[config.mk]
export PLATFORM = sky130hd
export DESIGN_NAME = apb4_master_bridge
export DESIGN_NICKNAME = d
export VERILOG_FILES = /design/src/rtl/apb4_master_bridge.sv
export SDC_FILE = /design/constraint.sdc
export NUM_CORES = 1
export LEC_CHECK = 0
export CORE_MARGIN = 5
export CORE_UTILIZATION = 40
export CTS_CLUSTER_DIAMETER = 200
export DETAILED_ROUTE_END_ITERATION = 10
export MAX_ROUTING_LAYER = met4
export PLACE_DENSITY = 0.86
export SYNTH_ARGS = -nofsm -noshare
export SYNTH_HDL_FRONTEND = slang
export SYNTH_SLANG_ARGS = --single-unit
[constraint.sdc]
create_clock -name clk -period 2.45 [get_ports clk]
set_input_delay 0.3675 -clock clk [delete_from_list [all_inputs] [get_ports clk]]
set_output_delay 0.3675 -clock clk [all_outputs]
set_load 0.02 [all_outputs]
[src/rtl/apb4_master_bridge.sv]
// Valid/ready request to APB4 master bridge: one transfer in flight, buffered response,
// optional ACCESS-phase timeout.
module apb4_master_bridge #(
  parameter int unsigned REGWIDTH       = 32,
  parameter int unsigned ADDR_WIDTH     = 8,
  parameter int unsigned TIMEOUT_CYCLES = 16
) (
  input  logic                    clk,
  input  logic                    rst,
  input  logic                    req_valid,
  output logic                    req_ready,
  input  logic                    req_write,
  input  logic [ADDR_WIDTH-1:0]   req_addr,
  input  logic [REGWIDTH-1:0]     req_wdata,
  input  logic [REGWIDTH/8-1:0]   req_strb,
  input  logic [2:0]              req_prot,
  output logic                    rsp_valid,
  input  logic                    rsp_ready,
  output logic [REGWIDTH-1:0]     rsp_rdata,
  output logic                    rsp_err,
  output logic                    rsp_timeout,
  output logic                    m_apb_psel,
  output logic                    m_apb_penable,
  output logic                    m_apb_pwrite,
  output logic [2:0]              m_apb_pprot,
  output logic [ADDR_WIDTH-1:0]   m_apb_paddr,
  output logic [REGWIDTH-1:0]     m_apb_pwdata,
  output logic [REGWIDTH/8-1:0]   m_apb_pstrb,
  input  logic                    m_apb_pready,
  input  logic                    m_apb_pslverr,
  input  logic [REGWIDTH-1:0]     m_apb_prdata
);

  localparam int unsigned STRB_W = REGWIDTH / 8;
  localparam int unsigned CNT_W  = (TIMEOUT_CYCLES > 1) ? $clog2(TIMEOUT_CYCLES) : 1;
  localparam bit          TMO_EN = (TIMEOUT_CYCLES != 0);
  localparam logic [CNT_W-1:0] CNT_LAST =
    CNT_W'((TIMEOUT_CYCLES == 0) ? 0 : TIMEOUT_CYCLES - 1);

  typedef enum logic [1:0] {
    S_IDLE   = 2'd0,
    S_SETUP  = 2'd1,
    S_ACCESS = 2'd2,
    S_RESP   = 2'd3
  } state_t;

  state_t                r_state;
  logic [CNT_W-1:0]      r_cnt;
  logic                  r_req_ready;
  logic                  r_rsp_valid;
  logic [REGWIDTH-1:0]   r_rsp_rdata;
  logic                  r_rsp_err;
  logic                  r_rsp_timeout;
  logic                  r_psel;
  logic                  r_penable;
  logic                  r_pwrite;
  logic [2:0]            r_pprot;
  logic [ADDR_WIDTH-1:0] r_paddr;
  logic [REGWIDTH-1:0]   r_pwdata;
  logic [STRB_W-1:0]     r_pstrb;

  // Bridge FSM; every output is a register updated here.
  always_ff @(posedge clk or negedge rst) begin
    if (!rst) begin
      r_state       <= S_IDLE;
      r_cnt         <= '0;
      r_req_ready   <= 1'b0;
      r_rsp_valid   <= 1'b0;
      r_rsp_rdata   <= '0;
      r_rsp_err     <= 1'b0;
      r_rsp_timeout <= 1'b0;
      r_psel        <= 1'b0;
      r_penable     <= 1'b0;
      r_pwrite      <= 1'b0;
      r_pprot       <= '0;
      r_paddr       <= '0;
      r_pwdata      <= '0;
      r_pstrb       <= '0;
    end else begin
      case (r_state)
        S_IDLE: begin
          r_req_ready <= 1'b1;
          if (r_req_ready && req_valid) begin
            r_req_ready <= 1'b0;
            r_psel      <= 1'b1;
            r_penable   <= 1'b0;
            r_pwrite    <= req_write;
            r_paddr     <= req_addr;
            r_pprot     <= req_prot;
            r_pwdata    <= req_write ? req_wdata : '0;
            r_pstrb     <= req_write ? req_strb : '0;
            r_cnt       <= '0;
            r_state     <= S_SETUP;
          end
        end
        S_SETUP: begin
          r_penable <= 1'b1;
          r_state   <= S_ACCESS;
        end
        S_ACCESS: begin
          // pready takes priority over a timeout landing in the same cycle
          if (m_apb_pready) begin
            r_psel        <= 1'b0;
            r_penable     <= 1'b0;
            r_rsp_valid   <= 1'b1;
            r_rsp_rdata   <= r_pwrite ? '0 : m_apb_prdata;
            r_rsp_err     <= m_apb_pslverr;
            r_rsp_timeout <= 1'b0;
            r_state       <= S_RESP;
          end else if (TMO_EN && (r_cnt == CNT_LAST)) begin
            r_psel        <= 1'b0;
            r_penable     <= 1'b0;
            r_rsp_valid   <= 1'b1;
            r_rsp_rdata   <= '0;
            r_rsp_err     <= 1'b1;
            r_rsp_timeout <= 1'b1;
            r_state       <= S_RESP;
          end else if (TMO_EN) begin
            r_cnt <= r_cnt + CNT_W'(1);
          end
        end
        S_RESP: begin
          if (rsp_ready) begin
            r_rsp_valid <= 1'b0;
            r_req_ready <= 1'b1;
            r_state     <= S_IDLE;
          end
        end
        default: r_state <= S_IDLE;
      endcase
    end
  end

  assign req_ready     = r_req_ready;
  assign rsp_valid     = r_rsp_valid;
  assign rsp_rdata     = r_rsp_rdata;
  assign rsp_err       = r_rsp_err;
  assign rsp_timeout   = r_rsp_timeout;
  assign m_apb_psel    = r_psel;
  assign m_apb_penable = r_penable;
  assign m_apb_pwrite  = r_pwrite;
  assign m_apb_pprot   = r_pprot;
  assign m_apb_paddr   = r_paddr;
  assign m_apb_pwdata  = r_pwdata;
  assign m_apb_pstrb   = r_pstrb;

endmodule

==> reports/results.ini <==
[finish]
drive_gt1_frac = 0.0568
leading_cell_type_in_the_layout_fill_and_taps_excluded = sky130_fd_sc_hd__clkdlybuf4s50_1
antenna-diode-count = 0
leading_cell_types_in_the_layout_fill_and_taps_excluded = sky130_fd_sc_hd__clkdlybuf4s50_1, sky130_fd_sc_hd__nand2_1, sky130_fd_sc_hd__dfrtp_1
finish.net_count = 598
final-instance-count-excl-fill = 622
layout_stage_area_growth_over_the_synthesis_result_pct = 54.3

[timing]
fin_ws_ns = 0.564
finalSetupViolations = 0
final_max_slew_viol_count = 0
unrepaired_setup_endpoints_after_global_routing = false
tightestPinTransition_ns = 0.532
final_min_period_over_clock_period = 0.770
finalWorstPathRequiredPeriod_ns = 1.89
clock.fmax_ghz = 0.530
clock_skew_ns = 0.0121
worst_slew_margin_rel = 0.646
finalHoldViolations = 0
setup_tns_ns = 0

[route]
route.antenna.remaining_nets = 0
first_pass_iters = 4
routed_wirelength_mm = 10.4
viasPerCell = 5.14
routed-via-count = 3199
drc = 0
initialDrtViolationCount = 117
wl_per_cell_um = 16.7

[global_route]
grt.total_usage = 0.194
grt_max_degree = 54
first_global_vias = 3409
globalRouteOverflowTotal = 0
grt_antenna_before_repair = 0
grt_first_pass_wirelength_mm = 16.8

[clocking]
path_clk_slew_ns = 0.09
clock_tree_from_tritoncts = yes
clk_root_buffer_cell = sky130_fd_sc_hd__clkbuf_8
numCtsBuffers = 9
max-clock-path-buffers = 2
cts_htree_levels = 3
clkSinkCount = 92
postCtsResizedCells = 0
clkLatencyLatePin_ns = 0.35

[synth]
synth_cells = 339
mappedNetlistArea_um2 = 3680
async_flop_share = 1.00
synth-seq-area-share = 0.626
synth.distinct_cells = 36
synth_area_per_cell_um2 = 10.8
number_of_flops_mapped_to_enable_cells_by_yosys = 0
synth_top_flop_cell = sky130_fd_sc_hd__dfrtp_1
yosys_register_bits = 92
warnings_synthesis = 0
number_of_nets_produced_by_synthesis = 430

[critical_path]
reg2reg_slack_ns = 0.56
worstSetupPathType = register to register
crit_fanout = 32
worstPathCellList = inv_1 -> ha_1 -> nand2_1 -> nor2_2 -> buf_4 -> a22o_1
critical-path-top-delay-family = adder cells
critical_path_arrival_ns = 2.17
worst_ep_required_time_ns = 2.73
startpoint_type = register
cp_slowest_stage_delay_ns = 0.49
reg2regPathDepth = 6
regToRegEndpoint = rsp_rdata[13]$_DFFE_PN0P_
critical_path_buf_inv_count = 2
element_type_at_the_critical_path_end = register
cp_num_cells = 6
critPathSlowestCell = sky130_fd_sc_hd__ha_1
regToRegStartpoint = r_state[0]$_DFFE_PN0P_

[power]
power.static_leakage_nw = 2.62
peakVddDrop_uv = 521
power.density_cell_area_nw_per_um2 = 1250

[die]
placeableCoreArea_um2 = 9110
die-area_um2 = 11200
fp.dieH_um = 106
initial_standard_cell_utilization_of_the_core = 0.404
floorplan.rows = 35
dieWidth_um = 106
floorplan.io_pins = 172

[placed_design]
place.detailed.instances = 606
io_buffers = 171
place_hpwl_mm = 7.74
gp_routability_congestion = 0.817
post-place-ws_ns = 0.494

[hold_path]
hold_depth = 2
hold_path.class = register to register
hold_path_startpoint = m_apb_pstrb[2]$_DFFE_PN0P_
hold_path_end = m_apb_pstrb[2]$_DFFE_PN0P_

[run_status]
run_status = finished clean

[job]
max_cap_violations = 0

cells by family (layout without fill, tap and decap cells):
kind of cell             after synthesis  count (layout)  synth area share
adder cells (fa/ha/maj)                5               5            0.0170
AO/OA/AOI/OAI                         57              57             0.133
flip-flops                            92              92             0.626
AND/OR/NAND/NOR                      159             159             0.184
buffers and inverters                 24             196            0.0333
multiplexers                           2               2           0.00612
state kept, by name, indices dropped and copies added (netlist names):
signal / count
m_apb_pwdata: 32
rsp_timeout: 1
m_apb_penable: 1
m_apb_pwrite: 1
m_apb_psel: 1
r_cnt: 4
rsp_valid: 1
req_ready: 1
m_apb_paddr: 8
rsp_err: 1
m_apb_pstrb: 4
m_apb_pprot: 3
rsp_rdata: 32
r_state: 2
repair_timing:
action                                  4_1_cts  5_1_grt
hold endpoints to repair                      5        0
hold buffers                                  1        0
buffers inserted                              0        0
endpoints found under the setup margin        0        0
per-stage QoR:
step                cell area (um^2)  hold WS, ns  total power, mW   util
floorplan                       3680       0.0719             4.42      -
global placement                5490        0.369             6.08  0.602
detailed placement              5490        0.386             6.21  0.602
CTS                             5670        0.476             7.16  0.623
global route                    5670        0.493             7.54  0.623
finish                          5670        0.469             7.08  0.623
cell type report:
| cell class | count | area (um^2) |
|---|---|---|
| multi-input cells | 223 | 1260 |
| clock buffers | 10 | 138 |
| well taps | 111 | 139 |
| fillers | 741 | 3430 |
| flip-flops and latches | 92 | 2300 |
| inverters | 3 | 11.3 |
| clock inverters | 5 | 38.8 |
| repair buffers | 178 | 1790 |
worst register-to-register path: cells and delay by family (launching register included):
family	cells	cell delay, ns
flip-flops	1	0.42
AND/OR/NAND/NOR	2	0.30
AO/OA/AOI/OAI	1	0.21
buffers and inverters	2	0.40
adder cells (fa/ha/maj)	1	0.49
synth_stat cells (3+ instances only):
master	count	area, um^2
sky130_fd_sc_hd__inv_1	3	11.3
sky130_fd_sc_hd__nor2_1	3	11.3
sky130_fd_sc_hd__clkbuf_1	9	33.8
sky130_fd_sc_hd__buf_2	8	40.0
sky130_fd_sc_hd__a22o_1	32	280
sky130_fd_sc_hd__nand3_1	36	180
sky130_fd_sc_hd__ha_1	5	62.6
sky130_fd_sc_hd__buf_6	3	33.8
sky130_fd_sc_hd__o21ai_0	4	20.0
sky130_fd_sc_hd__a21oi_1	3	15.0
sky130_fd_sc_hd__dfrtp_1	92	2300
sky130_fd_sc_hd__nand2_1	111	417
metal layers:
metal | track usage | vias up | wire length, um | share of wire
met4 | 0.0657 | 0 | 209 | 0.020
met3 | 0.0508 | 18 | 717 | 0.069
met2 | 0.311 | 140 | 4950 | 0.48
li1 | - | 1495 | - | -
met5 | - | - | 0 | 0
met1 | 0.241 | 1546 | 4480 | 0.43
worst max-delay path by stage:
stage                                      start                         to  slack (ns)
final                     r_state[0]$_DFFE_PN0P_  rsp_rdata[13]$_DFFE_PN0P_        0.56
after global routing      r_state[0]$_DFFE_PN0P_  rsp_rdata[13]$_DFFE_PN0P_        0.44
after CTS                 r_state[0]$_DFFE_PN0P_  rsp_rdata[13]$_DFFE_PN0P_        0.58
after detailed placement            m_apb_pready   rsp_rdata[2]$_DFFE_PN0P_        0.49
after global placement              m_apb_pready  rsp_rdata[25]$_DFFE_PN0P_        0.59
after floorplan           r_state[0]$_DFFE_PN0P_  m_apb_penable$_DFFE_PN0P_        0.90
report_power, final:
part | internal [mW] | switching, mW
sequential | 2.19 | 0.394
clock | 0.393 | 0.531
combinational | 1.73 | 1.84
total | 4.31 | 2.77
Note: power is estimated with default switching activity, not from simulation.
